## config.mk

```make
export PLATFORM = sky130hd
export DESIGN_NAME = instr_fetch_unit
export DESIGN_NICKNAME = d
export VERILOG_FILES = /design/src/rtl/instr_fetch_unit.sv
export SDC_FILE = /design/constraint.sdc
export NUM_CORES = 1
export LEC_CHECK = 0
export ABC_AREA = 1
export BUFFER_PORTS_ARGS = -buffer_cell sky130_fd_sc_hd__buf_2
export CAP_MARGIN = 5
export CORE_MARGIN = 2
export CORE_UTILIZATION = 59
export DETAILED_ROUTE_END_ITERATION = 8
export GPL_ROUTABILITY_DRIVEN = 0
export GPL_TIMING_DRIVEN = 0
export PLACE_DENSITY = 0.82
export SETUP_SLACK_MARGIN = 0.5
export SLEW_MARGIN = 20
export SYNTH_ARGS = -nofsm -noshare
export SYNTH_HDL_FRONTEND = slang
export SYNTH_SLANG_ARGS = --single-unit
```

## constraint.sdc

```tcl
create_clock -name CLK -period 2.9 [get_ports CLK]
set_clock_uncertainty 0.15 [all_clocks]
set_input_delay 0.29 -clock CLK [delete_from_list [all_inputs] [get_ports CLK]]
set_output_delay 0.29 -clock CLK [all_outputs]
set_load 0.01 [all_outputs]
```

## src/rtl/instr_fetch_unit.sv

```systemverilog
// Instruction fetch unit: keeps the fetch PC, issues single-outstanding imem reads,
// buffers {word, pc} in a prefetch FIFO and hands words to decode with redirect/flush.
module instr_fetch_unit #(
    parameter int          DEPTH        = 4,
    parameter logic [31:0] RESET_VECTOR = 32'h0000_0000
) (
    input  logic        CLK,
    input  logic        RESET,
    output logic        IMEM_REQ,
    output logic [31:0] IMEM_ADDR,
    input  logic        IMEM_VALID,
    input  logic [31:0] IMEM_RDATA,
    input  logic        REDIRECT,
    input  logic [31:0] REDIRECT_PC,
    output logic [31:0] INSTRUCTION,
    output logic [31:0] INSTR_PC,
    output logic        INSTR_VALID,
    input  logic        INSTR_READY
);
    localparam int            AW      = (DEPTH > 1) ? $clog2(DEPTH) : 1;
    localparam int            CW      = AW + 1;
    localparam logic [CW-1:0] DEPTH_C = CW'(DEPTH);

    typedef enum logic [1:0] {ST_IDLE, ST_WAIT, ST_FLUSH} state_e;

    typedef struct packed {
        logic [31:0] word;
        logic [31:0] pc;
    } entry_t;

    state_e        state_q, state_d;
    logic [31:0]   pc_q, pc_d;
    logic          req_q, req_d;
    logic [31:0]   addr_q, addr_d;
    logic [AW-1:0] wr_ptr_q, wr_ptr_d;
    logic [AW-1:0] rd_ptr_q, rd_ptr_d;
    logic [CW-1:0] count_q, count_d;
    logic          valid_q, valid_d;
    entry_t        mem_q [DEPTH];
    entry_t        mem_d [DEPTH];
    logic          push, pop, issue;
    logic          unused_pc_bits;

    assign unused_pc_bits = ^REDIRECT_PC[1:0];

    always_comb begin
        // NOTE: every variable written here gets a default first, so no path infers a latch.
        state_d  = state_q;
        pc_d     = pc_q;
        req_d    = 1'b0;
        addr_d   = addr_q;
        wr_ptr_d = wr_ptr_q;
        rd_ptr_d = rd_ptr_q;
        count_d  = count_q;
        mem_d    = mem_q;
        push     = 1'b0;
        pop      = 1'b0;
        issue    = 1'b0;

        if (REDIRECT) begin
            wr_ptr_d = '0;
            rd_ptr_d = '0;
            count_d  = '0;
            pc_d     = {REDIRECT_PC[31:2], 2'b00};
            // A request still in flight must have its response swallowed by FLUSH.
            state_d  = (state_q != ST_IDLE && !IMEM_VALID) ? ST_FLUSH : ST_IDLE;
        end else begin
            push = (state_q == ST_WAIT) && IMEM_VALID;
            pop  = valid_q && INSTR_READY;
            if (push) begin
                mem_d[wr_ptr_q].word = IMEM_RDATA;
                mem_d[wr_ptr_q].pc   = addr_q;
                wr_ptr_d             = wr_ptr_q + 1'b1;
            end
            if (pop) begin
                rd_ptr_d = rd_ptr_q + 1'b1;
            end
            count_d = count_q + CW'(push) - CW'(pop);

            // Issue only when the response is guaranteed a free FIFO slot.
            case (state_q)
                ST_IDLE:  issue = (count_d < DEPTH_C);
                ST_WAIT: begin
                    if (IMEM_VALID) begin
                        if (count_d < DEPTH_C) issue   = 1'b1;
                        else                   state_d = ST_IDLE;
                    end
                end
                ST_FLUSH: if (IMEM_VALID) state_d = ST_IDLE;
                default:  state_d = ST_IDLE;
            endcase

            if (issue) begin
                req_d   = 1'b1;
                addr_d  = pc_q;
                pc_d    = pc_q + 32'd4;
                state_d = ST_WAIT;
            end
        end
        valid_d = (count_d != '0);
    end

    always_ff @(posedge CLK or negedge RESET) begin
        if (!RESET) begin
            state_q  <= ST_IDLE;
            pc_q     <= RESET_VECTOR;
            req_q    <= 1'b0;
            addr_q   <= '0;
            wr_ptr_q <= '0;
            rd_ptr_q <= '0;
            count_q  <= '0;
            valid_q  <= 1'b0;
            // NOTE: FIFO storage is reset because the head outputs read it directly and must be 0.
            for (int i = 0; i < DEPTH; i++) mem_q[i] <= '0;
        end else begin
            // NOTE: sequential state uses non-blocking assignments so all flops see pre-edge values.
            state_q  <= state_d;
            pc_q     <= pc_d;
            req_q    <= req_d;
            addr_q   <= addr_d;
            wr_ptr_q <= wr_ptr_d;
            rd_ptr_q <= rd_ptr_d;
            count_q  <= count_d;
            valid_q  <= valid_d;
            mem_q    <= mem_d;
        end
    end

    assign IMEM_REQ    = req_q;
    assign IMEM_ADDR   = addr_q;
    assign INSTRUCTION = mem_q[rd_ptr_q].word;
    assign INSTR_PC    = mem_q[rd_ptr_q].pc;
    assign INSTR_VALID = valid_q;

endmodule

```

==> results <==
- The flow ran to the end, and the final reports show no timing, DRC or antenna violations.
- Fill cells in the final layout number roughly 1600.
- In the post-synthesis netlist, the biggest area contributors are dfrtp_1 54%, o21ai_0 11%, nand2_1 10%.
- The final route contains 14600 vias.
- The multi-input combinational cells in the finished layout cover a total of between 5000 and 6000 um^2.
- In the routed layout, each cell is associated on average with a via count of 6.17.
- Counting tap cells, the placed design contains a total of 2220 instances.
- From synthesis to final layout, the design area changed by 28.1%.
- The critical path data required time is 3140 ps.
- The aggregate global routing overflow is 0.
- The fraction of synthesis flops using an asynchronous set or reset pin is 100%.
- The die covers 26100 um^2.
- In this run the static leakage power is 9.11 nW.
- The boundary pin count is between 150 and 200.
- The effective utilization at floorplan is 60.3%.
- The sequential cells in the finished layout cover a total of around 8000 um^2.
- TritonCTS built the clock tree.
- In this run the biggest area consumer among cell types represents 54.5% of the synthesized area.
- The number of global-route vias before repair is about 14000.
- Counting flops and latches in the post-synthesis netlist gives 319.
- The total standard cell area after synthesis is 14700 um^2.
- Measured along the y axis, the die boundary spans ~160 um.
- The die width is 162 um.
- The final-report hold violation count was 0.
- The core region is between 20000 and 25000 um^2.
- The endpoint identified for the worst register-to-register timing path is IMEM_ADDR[4]$_DFFE_PN0P_.
- Summed over all nets, the switching power comes to 7.27 mW.
- Cell internal power was estimated by the tool at roughly 11 mW.
- For the worst-skew pair, the clock arrives at the later sink with an insertion delay of about 520 ps.
- In this run the worst setup path begins at state_q[0]$_DFFE_PN0P_.
- The master cell of the clock root buffer is clkbuf_16.
- The total routing resource utilization after global routing is around two fifths.
- For the pin with the worst max-slew slack, the measured transition is 906 ps.
- The worst-path maximum fanout is 5.
- The count of cells in the finished layout, fillers not included, comes to 2361.
- Setup repair after global routing could not meet its margin everywhere.
- The launch point of the worst reg-to-reg path is state_q[0]$_DFFE_PN0P_.
- The final-report setup violation count is 0.
- The number of clock buffers inserted by TritonCTS is 34.
- The commonest cells after synthesis are 404 x nand2_1, 321 x o21ai_0, 319 x dfrtp_1.
- For the worst flop-to-flop path, the logic depth is 18.
- The highest attainable clock frequency is around 370 MHz.
- The estimated wirelength of the detail-placed design is 31.3 mm.
- Dividing total power by cell area gives a power density of 988 nW/um^2.
- The synthesized area per cell is around 8.5 um^2.
- The worst setup path is of the reg -> reg kind.
- The net count of the finished layout is 2093.
- The share of power burned in the clock network is about a quarter.
- The cell seen most often among critical-path stages is inv_2.
- The fraction of power spent switching nets is 39.2%.
- By instance count, the leading cell after synthesis is nand2_1.
- Of the synthesized area, sequential elements account for about 54%.
- For this run, the detailed router's first-pass iteration total came to 8.
- The final design utilization is 77.2%.
- The number of enable-type register cells in the synthesized netlist is 0.
- The worst path uses 94.0% of the clock period.
- Counting I/O delays and the setup requirement, the final critical path takes 2730 ps.
- The share of total power dissipated in sequential elements is 36.6%.
- Counting distinct cell types in the post-synthesis netlist gives 36.
- The setup check on the worst reg-to-reg path leaves a slack of 170 ps.
- In this run the tightest slew margin relative to its limit is between 30 and 40%.
- Entering global routing, the biggest net connects 99 pins.
- The post-route setup TNS is 0 ps.
- The synthesis warning total is 0.
- The worst-case IR drop observed on VDD is 0.797 mV.
- STA puts the critical path data arrival time at 2970 ps.
- The top cell type by total area after synthesis is dfrtp_1.
- The last element of the critical path is IMEM_ADDR[4]$_DFFE_PN0P_.
- Dividing the detail-routed wire length by the instance count gives 22.3 um.
- The clock edge transition at the registers on the reported setup and hold paths is 60 ps.
- The worst hold slack is 31.7 ps.
- The global-route wire length before repair is roughly 77 mm.
- On the worst path, the slowest cell contributes a delay of 380 ps.
- The clock tree synthesis step divided the H-tree into 2 levels.
- The fraction of layout cells with a size suffix above 1 is 19.8%.
- Of the total power, combinational logic draws 39.8%.
- STA classifies the critical path startpoint as a flip-flop.
- The prevailing post-synth register cell is dfrtp_1.
- The standard cell with the maximum stage delay on the critical path is fa_2.
- The number of rows created at floorplan is 57.
- Traced cell by cell, the critical path runs through inv_2 > nor2_4 > nand2_4 > ha_4 > inv_2 > ha_4 > inv_2 > fa_2 > inv_2 > nand2_2 > nand2_2 > nand2_2 > nand2_4 > buf_4 > nand3_4 > clkbuf_16 > nand2_1 > o21ai_1.
- The number of buffers on the longest clock path is 3.
- The type of the most critical hold path is in -> reg.
- The cell count after synthesis came out at approximately 1700.
- The aggregate routed wire length is 52.5 mm.
- Input and output buffers added on the ports amount to 160.
- The number of nets with antenna violations after routing is 0.
- Max-cap violations in this run came to 0.
- After the first detailed-routing iteration, the DRC count stood at roughly 2000.
- Clock tree synthesis found a total of 319 sinks.
- The kind of capture point of the worst setup path is a flip-flop.
- For this run, design rule violations remaining after detail routing come to 0.
- The number of antenna violations at the first check in global routing is 1.
- The final number of max-transition violations was 0.
==> power by group through the flow <==
stage                     clock network [mW]  logic (mW)  registers, mW
after detailed placement                   0        5.66           6.71
after global placement                     0        5.47           6.66
after floorplan                            0        3.51           6.54
final                                   4.37        7.39           6.79
after global routing                    4.54        7.89           6.88
after CTS                               4.35        6.38           6.66
==> cell families after synthesis <==
group | share of synthesized area (%)
adders and majority gates | 0.734
AOI/OAI and AO/OA | 18.0
DFF | 54.5
and+or+nand+nor | 18.1
xor gates and xnor gates | 0.717
other | 0.0256
buffers and inverters | 7.94
==> stage by stage <==
step	setup slack [ps]	area (um^2)	total power, mW
floorplan	467	14800	10.0
global placement	-4510	16000	12.1
detailed placement	109	16100	12.4
CTS	291	18300	17.4
global route	68.2	18800	19.3
finish	175	18800	18.5
==> critical path: cells and delay by family, from the launching register on <==
family	cells	cell delay (ps)
compound gates	1	100
buf+inv	6	600
simple gates	8	670
fa+ha+maj	3	720
flops	1	360
==> how the worst min path moves through the flow <==
stage	from	end	slack [ps]	depth (start not counted)
2_1_floorplan	RESET	IMEM_ADDR[10]$_DFFE_PN0P_	-160	0
3_3_place_gp	mem_q[96]$_DFFE_PN0P_	mem_q[96]$_DFFE_PN0P_	310	2
3_5_place_dp	RESET	mem_q[253]$_DFFE_PN0P_	150	1
4_1_cts	IMEM_RDATA[15]	mem_q[47]$_DFFE_PN0P_	10	3
5_1_grt	IMEM_RDATA[15]	mem_q[239]$_DFFE_PN0P_	30	3
6_report	IMEM_RDATA[15]	mem_q[239]$_DFFE_PN0P_	30	3
==> state kept, by name, summed over array words and instances, names as in the netlist <==
name / count
mem_q: 248
pc_q: 30
state_q: 2
INSTR_VALID: 1
IMEM_REQ: 1
wr_ptr_q: 2
rd_ptr_q: 2
IMEM_ADDR: 30
count_q: 3
==> placed cells by master, fill, tap and decap left out, types with 11 or more instances in the layout <==
cell,count
clkbuf_16,40
inv_1,103
dfrtp_1,319
o21ai_0,296
nand2_1,389
buf_6,22
clkbuf_4,14
nor2_1,182
xor2_1,11
nand2_4,11
buf_8,22
o22ai_2,17
clkbuf_1,32
nand3_1,45
o21ai_2,14
o21ai_1,106
buf_2,165
dlygate4sd3_1,64
clkbuf_8,14
buf_4,20
o22ai_1,46
==> routing by layer <==
layer / up-vias / global-route usage [%] / routed length (um)
li1: 6272 / - / -
met1: 6891 / 47.5 / 18100
met2: 1124 / 62.4 / 24600
met3: 284 / 8.73 / 6020
met4: 0 / 24.8 / 3840
met5: - / 0 / 0
==> layout make-up <==
type                    count  share of cell area [%]
diodes                      1                  0.0133
plain buffers             115                    6.03
clock buffers              49                    5.32
clock inverters             7                   0.547
inverters                 111                    2.34
multi-input cells        1189                    31.3
flip-flops and latches    319                    42.5
well taps                 324                    2.16
repair buffers            246                    9.75
==> what timing repair did <==
action	CTS	global route
hold buffers	64	0
endpoints found under the hold margin	217	0
setup buffers	6	5
gates resized for setup	116	125
pin swaps	9	17
endpoints found under the setup margin	124	116
cloned	3	6
No activity file was read; power rests on OpenSTA's default activity.
